`config.mk`:
```
export PLATFORM = sky130hd
export DESIGN_NAME = npc_fetch_ctrl_flat
export DESIGN_NICKNAME = d
export VERILOG_FILES = /design/src/rtl/npc_fetch_ctrl_pkg.sv /design/src/rtl/npc_fetch_ctrl_if.sv /design/src/rtl/npc_fetch_ctrl_if_id_reg.sv /design/src/rtl/npc_fetch_ctrl.sv /design/src/flat_wrapper.sv
export SDC_FILE = /design/constraint.sdc
export NUM_CORES = 1
export LEC_CHECK = 0
export BUFFER_PORTS_ARGS = -buffer_cell sky130_fd_sc_hd__buf_2
export CORE_ASPECT_RATIO = 1.2
export CORE_MARGIN = 2
export CORE_UTILIZATION = 35
export CTS_BUF_LIST = sky130_fd_sc_hd__clkbuf_8
export CTS_CLUSTER_SIZE = 28
export DETAILED_ROUTE_END_ITERATION = 6
export PLACE_DENSITY_LB_ADDON = 0.15
export REMOVE_ABC_BUFFERS = 1
export SYNTH_ARGS = -nofsm -noshare
export SYNTH_HDL_FRONTEND = slang
export SYNTH_SLANG_ARGS = --single-unit
export TNS_END_PERCENT = 30
```
`constraint.sdc`:
```
create_clock -name clk -period 2.1 [get_ports clk]
set_input_delay 0.42 -clock clk [delete_from_list [all_inputs] [get_ports clk]]
set_output_delay 0.42 -clock clk [all_outputs]
set_load 0.01 [all_outputs]
```
`src/rtl/npc_fetch_ctrl_pkg.sv`:
```
// Shared constants for the fetch stage: FSM encoding, bubble
// instruction and sequential PC increment.
package fetch_pkg;

    localparam logic [1:0] RUN   = 2'd0;
    localparam logic [1:0] STALL = 2'd1;
    localparam logic [1:0] FLUSH = 2'd2;

    localparam logic [31:0] NOP_INSTR = 32'h0000_0000;
    localparam logic [31:0] PC_INC    = 32'd4;

endpackage

```
`src/rtl/npc_fetch_ctrl_if.sv`:
```
// Fetch-stage bus: memory read, hazard/redirect controls and the
// IF/ID outputs presented to decode.
interface npc_fetch_ctrl_if;
    import fetch_pkg::*;

    logic [31:0] instr_in;
    logic        stall;
    logic        br_taken;
    logic [31:0] br_target;
    logic [31:0] pc_out;
    logic [31:0] npc_out;
    logic [31:0] if_id_instr;
    logic [31:0] if_id_npc;
    logic        if_id_valid;
    logic [31:0] fetch_count;
    logic [1:0]  fstate;

    modport master (
        input  instr_in, stall, br_taken, br_target,
        output pc_out, npc_out, if_id_instr, if_id_npc,
        output if_id_valid, fetch_count, fstate
    );

    modport slave (
        output instr_in, stall, br_taken, br_target,
        input  pc_out, npc_out, if_id_instr, if_id_npc,
        input  if_id_valid, fetch_count, fstate
    );

endinterface

```
`src/rtl/npc_fetch_ctrl_if_id_reg.sv`:
```
// IF/ID pipeline latch: clear-to-bubble beats hold, hold beats load.
module if_id_reg
    import fetch_pkg::*;
(
    input  logic        clk,
    input  logic        clear,
    input  logic        hold,
    input  logic [31:0] instr,
    input  logic [31:0] npc,
    output logic [31:0] instr_q,
    output logic [31:0] npc_q,
    output logic        valid_q
);

    always_ff @(posedge clk) begin
        if (clear) begin
            instr_q <= NOP_INSTR;
            npc_q   <= 32'h0;
            valid_q <= 1'b0;
        end else if (!hold) begin
            instr_q <= instr;
            npc_q   <= npc;
            valid_q <= 1'b1;
        end
    end

endmodule

```
`src/rtl/npc_fetch_ctrl.sv`:
```
// Fetch sequencer: PC register, next-PC mux, fetch FSM and
// accepted-instruction counter feeding the IF/ID latch.
module npc_fetch_ctrl
    import fetch_pkg::*;
#(
    parameter logic [31:0] RESET_PC = 32'h0000_0000
) (
    input  logic               clk,
    input  logic               rst,
    npc_fetch_ctrl_if.master   bus
);

    logic [31:0] pc_q;
    logic [31:0] pc_inc;
    logic [31:0] target;
    logic [31:0] npc;
    logic [31:0] count_q;
    logic [1:0]  fstate_q;
    logic        fetch;

    assign pc_inc = pc_q + PC_INC;
    assign target = bus.br_target & ~32'h3;
    assign fetch  = !bus.br_taken && !bus.stall;

    always_comb begin
        npc = pc_q;
        unique case (1'b1)
            bus.br_taken: npc = target;
            !bus.stall:   npc = pc_inc;
            default:      npc = pc_q;
        endcase
    end

    always_ff @(posedge clk) begin
        if (rst) begin
            pc_q     <= RESET_PC;
            count_q  <= 32'h0;
            fstate_q <= FLUSH;
        end else begin
            pc_q <= npc;
            if (bus.br_taken)
                fstate_q <= FLUSH;
            else if (bus.stall)
                fstate_q <= STALL;
            else
                fstate_q <= RUN;
            if (fetch)
                count_q <= count_q + 32'd1;
        end
    end

    // Reset and redirect both squash the latch to a bubble.
    if_id_reg u_if_id (
        .clk     (clk),
        .clear   (rst || bus.br_taken),
        .hold    (bus.stall),
        .instr   (bus.instr_in),
        .npc     (pc_inc),
        .instr_q (bus.if_id_instr),
        .npc_q   (bus.if_id_npc),
        .valid_q (bus.if_id_valid)
    );

    assign bus.pc_out      = pc_q;
    assign bus.npc_out     = npc;
    assign bus.fetch_count = count_q;
    assign bus.fstate      = fstate_q;

endmodule

```
`src/flat_wrapper.sv`:
```
// flat-port wrapper written by rule: the top's interface ports become plain ports
module npc_fetch_ctrl_flat import fetch_pkg::*;
#(
    parameter logic [31:0] RESET_PC = 32'h0000_0000
)
  (clk, rst, bus_instr_in, bus_stall, bus_br_taken, bus_br_target, bus_pc_out, bus_npc_out, bus_if_id_instr, bus_if_id_npc, bus_if_id_valid, bus_fetch_count, bus_fstate);
  npc_fetch_ctrl_if bus_i ();
  input  logic clk;
  input  logic rst;
  input wire logic [$bits(bus_i.instr_in)-1:0] bus_instr_in;
  input wire logic [$bits(bus_i.stall)-1:0] bus_stall;
  input wire logic [$bits(bus_i.br_taken)-1:0] bus_br_taken;
  input wire logic [$bits(bus_i.br_target)-1:0] bus_br_target;
  output wire logic [$bits(bus_i.pc_out)-1:0] bus_pc_out;
  output wire logic [$bits(bus_i.npc_out)-1:0] bus_npc_out;
  output wire logic [$bits(bus_i.if_id_instr)-1:0] bus_if_id_instr;
  output wire logic [$bits(bus_i.if_id_npc)-1:0] bus_if_id_npc;
  output wire logic [$bits(bus_i.if_id_valid)-1:0] bus_if_id_valid;
  output wire logic [$bits(bus_i.fetch_count)-1:0] bus_fetch_count;
  output wire logic [$bits(bus_i.fstate)-1:0] bus_fstate;
  assign bus_i.instr_in = bus_instr_in;
  assign bus_i.stall = bus_stall;
  assign bus_i.br_taken = bus_br_taken;
  assign bus_i.br_target = bus_br_target;
  assign bus_pc_out = bus_i.pc_out;
  assign bus_npc_out = bus_i.npc_out;
  assign bus_if_id_instr = bus_i.if_id_instr;
  assign bus_if_id_npc = bus_i.if_id_npc;
  assign bus_if_id_valid = bus_i.if_id_valid;
  assign bus_fetch_count = bus_i.fetch_count;
  assign bus_fstate = bus_i.fstate;
  npc_fetch_ctrl #(.RESET_PC(RESET_PC)) u_core (.clk(clk), .rst(rst), .bus(bus_i));
endmodule
```
# == Yosys cells after proc, flatten, opt, wreduce, memory -nomap -nowiden ==
# Index checks and enable logic that the tools add are counted.
# totals
output_inout_bits,163
inputBits,68
regBits,131
wordCells,15
# classes
reduce_logical,5
addsub,2
mux,2
# op_table
operator,count
case mux 32 bit (2 select lines),1
adder 32 x 1 -> 32 bit (second input constant),1
adder 32 x 3 -> 32 bit (second input constant),1
logical NOT 1 bit,2
OR reduction 2 bit,1
logical AND 1 bit,1
logical OR 1 bit,1
two-way mux 1 bit,1

# == Longest topological paths before layout ==
# Gate-level depths: netlist of run 1.
# depth
depth_word,2
depth_mapped,8
depth_no_buf,6

# == Cells and area by module ==
# Synthesis of run 1 repeated with hierarchy kept, for this count alone.
# unflattened
hier_cells,689
hier_area_um2,6147.1
# by_module_without_submodules
mod,area_per_inst_um2,n_inst,seq_area_each_um2,cells_each
npc_fetch_ctrl,3834.9,1,1321.3,480
if_id_reg,2312.2,1,1301.2,209

# == Worst setup path before layout of run 1 ==
# No wires, ideal clock.
# synth_timing
path_type,reg2out
start,reg u_core.pc_q[2] (netlist: u_core.bus.pc_out[2])
end,out bus_npc_out[24]
slack_ns,-0.164
path_buffers,0
stages_incl_launch_ff,7
arrival_ns,1.844
required_ns,1.680
cell_sequence,dfxtp_1 ha_1 nand3_1 nor4_2 nand4_1 xor2_1 o21ai_0
# synth_between
elab_chain_len,2
# synth_rtl
element,line,rtl
"start, declared",npc_fetch_ctrl.sv:13,logic [31:0] pc_q;
"start signal, assigned",npc_fetch_ctrl.sv:40,pc_q <= npc;
adder 32 x 3 -> 32 bit,npc_fetch_ctrl.sv:21,assign pc_inc = pc_q + PC_INC;
case mux 32 bit (2 select lines),npc_fetch_ctrl.sv:27,unique case (1'b1)
"end, declared",flat_wrapper.sv:15,output wire logic [$bits(bus_i.npc_out)-1:0] bus_npc_out;
# Every way passes these cells.

# == Worst setup path after layout of run 1 ==
# layout_timing
start,reg u_core.pc_q[9] (netlist: u_core.bus.pc_out[9])
end,out bus_npc_out[24]
# The elaborated chain is that of the path after synthesis.

==> results of run 1 <==
-- per-layer routing --
metal  up-vias  global-route usage, %  part of all wire [%]
li1       3027                      -                     -
met1      2813                  25.48                    42
met2       200                  36.65                    49
met3        22                  7.092                   7.9
met4         0                  6.149                   1.3
met5         -                      0                     0
-- final cells by class --
| cell class | count | area, µm² | area share [%] |
|---|---|---|---|
| sequential | 131 | 2646 | 30.58 |
| multi-input combinational | 491 | 3164 | 36.57 |
| timing repair buffer | 347 | 2133 | 24.65 |
| clock inverter | 15 | 157.7 | 1.822 |
| tap | 212 | 265.3 | 3.065 |
| clock buffer | 17 | 234.0 | 2.704 |
| inverter | 14 | 52.55 | 0.6073 |
-- final timing paths --
kind | startpoint | end | slack (ps) | cells after the start
worst min register to register | u_core.u_if_id.npc_q[24] | u_core.u_if_id.npc_q[24] | 450 | 2
worst max-delay path | u_core.bus.pc_out[9] | bus_npc_out[24] | -360 | 7
worst min-delay path | bus_instr_in[12] | u_core.u_if_id.instr_q[12] | 190 | 3
worst max register to register | u_core.bus.pc_out[9] | u_core.bus.pc_out[18] | -280 | 12
-- cell families (layout without fill, tap and decap cells) --
kind of cell / Yosys count / in the layout / share of synthesized area (%)
DFF: 131 / 131 / 44.99
AOI/OAI and AO/OA: 123 / 123 / 12.75
xor gates and xnor gates: 50 / 50 / 7.512
and+or+nand+nor: 275 / 275 / 23.27
buffers and inverters: 59 / 393 / 3.992
adders and majority gates: 2 / 2 / 0.4292
muxes: 41 / 41 / 7.062
-- per-stage QoR --
stage / area, µm² / instances / utilization (%)
after floorplan: 5649 / 636 / -
after global placement: 7864 / 1172 / 48.33
after detailed placement: 7864 / 1172 / 48.33
after CTS: 8548 / 1222 / 52.53
after global routing: 8653 / 1227 / 53.18
final: 8653 / 1227 / 53.18
-- registers in the layout (all words and copies together), names as in the netlist --
register,cells
u_core.bus.fstate,2
u_core.bus.fetch_count,32
u_core.u_if_id.valid_q,1
u_core.u_if_id.npc_q,32
u_core.bus.pc_out,32
u_core.u_if_id.instr_q,32
-- power groups by stage --
stage | sequential (mW) | combinational, mW | clock [mW]
floorplan | 2.74 | 0.268 | 0
global placement | 2.67 | 0.807 | 0
detailed placement | 2.67 | 0.808 | 0
CTS | 2.62 | 0.832 | 2.23
global route | 2.63 | 0.909 | 2.33
finish | 2.62 | 0.833 | 2.18
-- synthesized netlist by cell type, drive strengths merged (4+ instances only) --
cell	n
a22oi	23
o22ai	5
and3	6
or3	11
a31oi	8
nor2b	14
xnor2	27
mux2i	40
nand2	65
nor2	87
inv	13
a21oi	30
o21ai	42
a221o	4
and4	8
clkbuf	34
nor3	16
nor4	9
xor2	23
nand3	29
buf	11
nand4	19
dfxtp	131
-- cells in the final DEF (no fill, tap or decap), types with 23 or more instances in the layout --
master,Yosys,routed
mux2i_1,40,38
nand2_1,65,64
nand3_1,29,23
nor2_1,87,84
buf_4,2,110
xnor2_1,27,25
a22oi_1,23,23
buf_2,3,226
dfxtp_1,131,116
a21oi_1,30,30
o21ai_0,42,28
-- critical path: cells and delay by family, from the launching register on --
| family | cells | cell delay [ps] |
|---|---|---|
| simple gates | 3 | 530 |
| flops | 1 | 380 |
| buf+inv | 2 | 320 |
| xor+xnor | 1 | 210 |
| compound gates | 1 | 140 |
-- repair_timing --
item / in CTS / in global routing
pin swaps: 17 / 5
setup endpoints to repair: 27 / 31
setup buffers: 18 / 5
endpoints found under the hold margin: 0 / 0
gates resized for setup: 52 / 18
hold buffers: 0 / 0
==> results.yml, run 1 <==
cts:
  clock_sinks: 131
  h-tree-depth: 4
  clock_latency_ps: 460
  clock_path_buffers: 2
  cts_buffers: 17
  root_buffer: "clkbuf_8"
  path_clk_slew_ps: 90
  cts_tree: "done"
worst_setup_path:
  crit_arrival_ps: 2040
  critical-path-max-stage-delay_ps: 380
  worstPathCellList: "nand3_4 > nor4_4 > buf_6 > nand4_1 > xor2_1 > o21ai_1 > buf_2"
  crit_path_top_delay_cell: "dfxtp_2"
  worstPathMaxFanout: 6
  path_class: "register to output pin"
  required_ps: 1680
  worstSetupEndpointType: "output pin"
  start_kind: "register"
yosys:
  yosysWarnings: 0
  syn_inst: 681
  synth_edf_count: 0
  synthArstFlopShare_pct: 0
  synth_top_flop_cell: "dfxtp_1"
  synth-seq-cells: 131
  yosysUniqueCellTypes: 46
  synth.area.top_cells: "dfxtp_1 (45%), mux2i_1 (6.9%), nor2_1 (5.6%), nand2_1 (4.2%), xnor2_1 (4.1%)"
  synth_area_um2: 5829
  yosysTopAreaCellShare_pct: 44.99
  ys_seq_area_share_pct: 44.99
  synth_area_per_cell_um2: 8.560
  synth.largest_area_cell: "dfxtp_1"
sta:
  post-route-period-util_pct: 117.0
  timing.final.crit_period_ps: 2456
  setup_tns_ps: -7450
  hold_violations: 0
  holdWs_ps: 187.2
  setup_viol: 29
  slew_viol_final: 0
  rsz0062_at_grt: "yes"
  fin_ws_ps: -356.2
  relSlewSlack_pct: 74.45
  clock.fmax_ghz: 0.4071
  worst_pin_slew_ps: 379.7
  final.setup_skew_ps: 11.30
drt:
  firstDrtPassIters: 4
  viasPerCell: 4.941
  wl_per_cell_um: 15.70
  drt-initial-drc-count: 311
  drcViolationCount: 0
  vias: 6062
  finalWirelength_mm: 19.26
  final_antenna_net_count: 0
power:
  finalPower_mw: 5.630
  intPower_mw: 4.003
  swShare_pct: 28.90
  p_sw_mw: 1.627
  combPwrFrac_pct: 14.8
  p_seq_share_pct: 46.6
  powerDensity_nw_per_um2: 650.7
  pwr-share-clk_pct: 38.6
  p_leak_nw: 3.995
  vdd_ir_drop_max_mv: 0.4375
finish:
  nets: 1072
  layout-drive-gt1-share_pct: 42.46
  syn2layout_area_growth_pct: 48.44
  fillCellCount: 1636
  n_antenna_cell: 0
die:
  die_y_um: 145.4
  fp.coreArea_um2: 16270
  die-width_um: 121.8
  fp-row-count: 51
  ioPinCount: 231
  die_area_um2: 17710
  floorplan.initialDensity_pct: 35.82
global_route:
  grt_usage_pct: 21.45
  grt_overflow: 0
  antenna_found_initial: 0
  grt_max_degree: 46
  grt_pass1_vias: 5977
  grt_pass1_wl_mm: 30.06
run:
  maxCapViolCount: 0
run_status:
  violations: "setup timing"
  outcome: "finished with violations"
place:
  gp_congestion: 0.8310
  dp_hpwl_mm: 13.96
  place_ws_ps: -132.4
  io_buffer_count: 228
min_path:
  hold_path.class: "input pin to register"
Note: power is estimated with default switching activity, not from simulation.
==> inputs of run 2 (changes only) <==
Settings changed: CORE_UTILIZATION 35 to 36, RECOVER_POWER from default to 25.
==> run 2 against run 1 <==
The run still ends with setup timing left. Count of clock-buffer cells in the layout rose by 2. Cell count fell by 1.4%. Clock skew fell by 2.2 ps. Sequential cell count did not move. Die area fell by 2.7%. Global-route usage rose by 0.24 points. Wire length fell by 3.2%. Setup slack got worse by 17 ps. Cell area fell by 1.7%. Sequential share of layout area rose by 0.48 points. Critical path type unchanged. Largest cell class unchanged.
==> results.yml, run 2 (synthesis gave the netlist of run 1 again) <==
run_status:
  outcome: "finished with violations"
  violations: "setup timing"
drt:
  viasPerCell: 4.979
  firstDrtPassIters: 4
  finalWirelength_mm: 18.64
  drcViolationCount: 0
  vias: 6024
  final_antenna_net_count: 0
  drt-initial-drc-count: 192
  wl_per_cell_um: 15.41
worst_setup_path:
  timing.rr.start: "u_core.bus.fetch_count[19]"
  reg2reg_to: "u_core.bus.fetch_count[31]"
  cp-startpoint: "u_core.bus.pc_out[9]"
  cpMostUsedCell: "buf_6"
  start_kind: "register"
  rrSetupSlack_ps: 130
  crit_path_top_delay_cell: "dfxtp_2"
  crit_arrival_ps: 2050
  worstSetupEndpointType: "output pin"
  reg2regPathDepth: 5
  critical-path-max-stage-delay_ps: 360
  path_class: "register to output pin"
  worstPathMaxFanout: 4
  required_ps: 1680
  worstPathCellList: "nand3_2 > nor4_4 > buf_6 > buf_12 > buf_6 > nand3_4 > xnor2_2 > o21ai_1 > buf_4"
  endpoint: "bus_npc_out[28]"
cts:
  ctsHoldBuffers: 0
  clock_sinks: 131
  cts_tree: "done"
  clock_path_buffers: 2
  cts_buffers: 17
  h-tree-depth: 4
  clock_latency_ps: 440
  path_clk_slew_ps: 70
  root_buffer: "clkbuf_8"
die:
  die-width_um: 120.2
  die_area_um2: 17230
  die_y_um: 143.4
  fp-row-count: 50
  floorplan.initialDensity_pct: 37.12
  ioPinCount: 231
  fp.coreArea_um2: 15700
global_route:
  grt_pass1_vias: 5838
  grt_usage_pct: 21.69
  antenna_found_initial: 4
  grt_max_degree: 39
  grt_overflow: 0
  grt_pass1_wl_mm: 29.34
sta:
  post-route-period-util_pct: 117.8
  slew_viol_final: 0
  rsz0062_at_grt: "yes"
  final.setup_skew_ps: 9.092
  hold_violations: 0
  holdWs_ps: 209.1
  clock.fmax_ghz: 0.4043
  setup_viol: 69
  worst_pin_slew_ps: 973.5
  fin_ws_ps: -373.4
  timing.final.crit_period_ps: 2473
  relSlewSlack_pct: 35.10
power:
  p_leak_nw: 3.883
  vdd_ir_drop_max_mv: 0.4287
  powerDensity_nw_per_um2: 647.4
place:
  postPlaceCellArea_um2: 7806
  gp_congestion: 0.7956
  place_ws_ps: -111.4
  dp.cells: 1166
  dp_hpwl_mm: 13.69
  io_buffer_count: 228
finish:
  layout-drive-gt1-share_pct: 39.42
  syn2layout_area_growth_pct: 45.95
  fin_area_um2: 8508
  fin_cells: 1210
  final_util_pct: 54.18
  nets: 1060
  final_common_cell: "buf_2"
  final_cell_mix: "buf_2 (209), dfxtp_1 (117), buf_4 (95), nor2_1 (84), nand2_1 (64)"
  n_antenna_cell: 0
min_path:
  hold_path.class: "input pin to register"
run:
  maxCapViolCount: 0
[run 2: cell count changes in the layout (fill, tap and decap cells not counted), moves of 3 or more]
cell and delta:
inv_6 -3, buf_4 -15, buf_6 +3, clkbuf_1 +18
buf_2 -17
[run 2: per-layer routing]
| metal | part of all wire (%) | wire, µm | track usage, % |
|---|---|---|---|
| met1 | 41 | 7593 | 24.41 |
| met3 | 8.5 | 1592 | 8.810 |
| met2 | 49 | 9197 | 37.53 |
| met5 | 0.21 | 40 | 0 |
| met4 | 1.2 | 218 | 6.687 |
[run 2: worst min-delay path by stage]
stage | startpoint | to | slack [ps] | cells past startpoint
floorplan | u_core.u_if_id.valid_q | u_core.u_if_id.valid_q | 470 | 2
global placement | u_core.u_if_id.npc_q[25] | u_core.u_if_id.npc_q[25] | 430 | 2
detailed placement | u_core.u_if_id.valid_q | u_core.u_if_id.valid_q | 440 | 2
CTS | bus_instr_in[6] | u_core.u_if_id.instr_q[6] | 170 | 3
global route | bus_instr_in[12] | u_core.u_if_id.instr_q[12] | 190 | 3
finish | bus_instr_in[24] | u_core.u_if_id.instr_q[24] | 210 | 3
[run 2: area by class of cell]
type	count	area [µm²]
sequential	131	2643
inverter	14	52.55
tap	208	260.3
clock buffer	19	261.5
fill	1549	7194
multi-input combinational	491	3173
clock inverter	12	116.4
timing repair buffer	335	2002
[run 2: what timing repair did]
item	4_1_cts	5_1_grt
pin swaps	20	8
setup endpoints to repair	27	28
buffers inserted	7	7
resized for setup	46	28
[run 2: critical path, delay by kind of cell, from the launching register on]
family	cells	cell delay, ps
buffers and inverters	4	510
and+or+nand+nor	3	480
DFF	1	360
xor gates and xnor gates	1	150
AOI/OAI and AO/OA	1	140
[run 2: power by group]
part	total, mW	switching, mW	internal [mW]
registers	2.63	0.0576	2.57
logic	0.812	0.449	0.363
clock network	2.07	0.979	1.09
total	5.51	1.49	4.02
[run 2: through the flow]
step,setup TNS [ps],power (mW)
floorplan,-6927,3.004
global placement,-249.1,3.464
detailed placement,-281.2,3.464
CTS,-7482,5.563
global route,-18930,5.771
finish,-8672,5.508
==> inputs of run 3 (changes only) <==
Settings changed: SLEW_MARGIN from default to 25, SYNTH_HIERARCHICAL from default to 1.
==> run 3 against run 2 <==
The run still ends with setup timing left. Wire length up 0.71%. Maximum frequency fell by 10%. Utilization down 1.3 points. Cell area increased by 4.4%. Largest cell class unchanged. Highest routed layer is now met4.
==> results.yml, run 3 <==
die:
  die_area_um2: 18140
  fp-row-count: 52
  ioPinCount: 231
  floorplan.initialDensity_pct: 36.62
  die_y_um: 147.1
  die-width_um: 123.3
  fp.coreArea_um2: 16790
yosys:
  synthArstFlopShare_pct: 0
  synth_top_flop_cell: "dfxtp_1"
  synth-seq-cells: 131
  synth.area.top_cells: "dfxtp_1 (43%), mux2i_1 (11%), nor2_1 (6.7%), xor2_1 (4.7%), xnor2_1 (3.0%)"
  syn_inst: 689
  ys_seq_area_share_pct: 42.66
  synth_area_per_cell_um2: 8.922
  synth_edf_count: 0
  yosysTopAreaCellShare_pct: 42.66
  yosysWarnings: 6
  yosysUniqueCellTypes: 52
  synth.largest_area_cell: "dfxtp_1"
  synth_area_um2: 6147
  synth_most_common_cell: "dfxtp_1"
  netlist_top_cells_count: "dfxtp_1 (131), nor2_1 (110), mux2i_1 (69)"
sta:
  relSlewSlack_pct: 47.60
  clock.fmax_ghz: 0.3631
  timing.final.crit_period_ps: 2754
  setup_viol: 34
  worst_pin_slew_ps: 786.0
  post-route-period-util_pct: 131.1
  hold_violations: 0
  holdWs_ps: 205.8
  setup_tns_ps: -13040
  rsz0062_at_grt: "yes"
  final.setup_skew_ps: 9.683
  slew_viol_final: 0
  fin_ws_ps: -653.9
worst_setup_path:
  critPathBufInv: 1
  worstPathMaxFanout: 4
  critPathTopFamily: "simple AND/OR/NAND/NOR gates"
  worstPathCellList: "nand4_1 > or4_4 > or4_4 > mux2i_2 > nand2_1 > buf_2"
  crit_path_top_delay_cell: "or4_4"
  cpMostUsedCell: "or4_4"
  path_class: "register to output pin"
  start_kind: "register"
  critical-path-max-stage-delay_ps: 500
  required_ps: 1680
  crit_arrival_ps: 2330
  worstSetupEndpointType: "output pin"
finish:
  syn2layout_area_growth_pct: 44.49
  register_area_um2: 2635
  final_cell_mix: "buf_2 (214), dfxtp_1 (121), nor2_1 (108), buf_4 (75), mux2i_1 (66)"
  fin_cells: 1215
  nets: 1055
  final_common_cell: "buf_2"
  layout-drive-gt1-share_pct: 41.48
  fillCellCount: 1646
  multi_input_area_um2: 3531
  fin_area_um2: 8882
  final_util_pct: 52.91
min_path:
  hold_path.class: "input pin to register"
run_status:
  outcome: "finished with violations"
  violations: "setup timing"
cts:
  clock_path_buffers: 2
  cts_tree: "done"
  clock_latency_ps: 440
  h-tree-depth: 4
  path_clk_slew_ps: 80
  root_buffer: "clkbuf_8"
  cts_buffers: 17
  clock_sinks: 131
global_route:
  use_met1_pct: 25.86
  grt_pass1_vias: 5676
  globalRouteMet2Util_pct: 33.02
  use_met3_pct: 5.707
  busiest_layer: "met2"
  antenna_found_initial: 1
  grt_usage_pct: 20.43
  grt_overflow: 0
  grt_pass1_wl_mm: 29.07
  grt_max_degree: 49
place:
  dp.cells: 1171
  place_ws_ps: -297.6
  dp_hpwl_mm: 13.60
  io_buffer_count: 228
  gp_congestion: 0.8012
  postPlaceCellArea_um2: 8003
power:
  finalPower_mw: 6.062
  vdd_ir_drop_max_mv: 0.4046
  p_leak_nw: 4.163
  powerDensity_nw_per_um2: 682.5
drt:
  wl_per_cell_um: 15.45
  drt-initial-drc-count: 230
  finalWirelength_mm: 18.77
  viasPerCell: 4.935
  final_antenna_net_count: 0
  vias: 5996
  drcViolationCount: 0
  firstDrtPassIters: 4
run:
  maxCapViolCount: 0
## run 3: cell count changes after synthesis, moves of 7 or more
cell / previous run / this run
o21ai_0: 42 / 16
clkbuf_1: 34 / 24
mux2i_1: 40 / 69
o311ai_0: 0 / 9
or3_1: 11 / 2
nor2_1: 87 / 110
a21oi_1: 30 / 15
nand2_1: 65 / 45
xor2_1: 23 / 33
inv_1: 13 / 6
nor2b_1: 14 / 24
a22oi_1: 23 / 15
## run 3: per-layer routing
metal  vias to the layer above  wire, µm
li1                       3007         -
met1                      2797      8219
met2                       171      9047
met3                        21      1228
met4                         0       279
met5                         -         0
## run 3: cell families after synthesis
| group | share of synthesized area, % |
|---|---|
| compound gates | 9.323 |
| simple gates | 23.88 |
| flops | 42.66 |
| mux | 11.42 |
| buf+inv | 4.620 |
| xor+xnor | 7.694 |
| fa+ha+maj | 0.4070 |
## run 3: worst min-delay path: stages
cell     delay (ps)
buf_2            70
mux2i_1          50
nor2_1           70
## run 3: what timing repair did
action,in CTS,in global routing
pin swaps,8,14
hold buffers,0,0
resized for setup,50,52
setup endpoints to repair,29,41
setup buffers,5,6
## run 3: report_power, final
part | switching (mW) | internal [mW]
Combinational | 0.482 | 0.421
Clock | 1.08 | 1.47
Sequential | 0.0478 | 2.56
Total | 1.61 | 4.45
## run 3: cell type report
class | instances | area share, %
Multi-Input combinational cell | 505 | 39.75
Sequential cell | 131 | 29.67
Timing Repair Buffer | 324 | 21.92
Tap cell | 216 | 3.043
Clock buffer | 18 | 2.789
Clock inverter | 14 | 2.550
Inverter | 6 | 0.2536
Antenna cell | 1 | 0.02817
## run 3: final timing paths
| kind | cells after the start | slack (ps) | from | to |
|---|---|---|---|---|
| setup / recovery | 6 | -650 | u_core/bus.pc_out[20] | bus_npc_out[26] |
| hold / removal | 3 | 210 | bus_instr_in[7] | u_core/u_if_id/instr_q[7] |
| setup reg to reg | 12 | -260 | u_core/bus.pc_out[20] | u_core/bus.pc_out[28] |
| hold reg to reg | 2 | 460 | u_core/u_if_id/valid_q | u_core/u_if_id/valid_q |
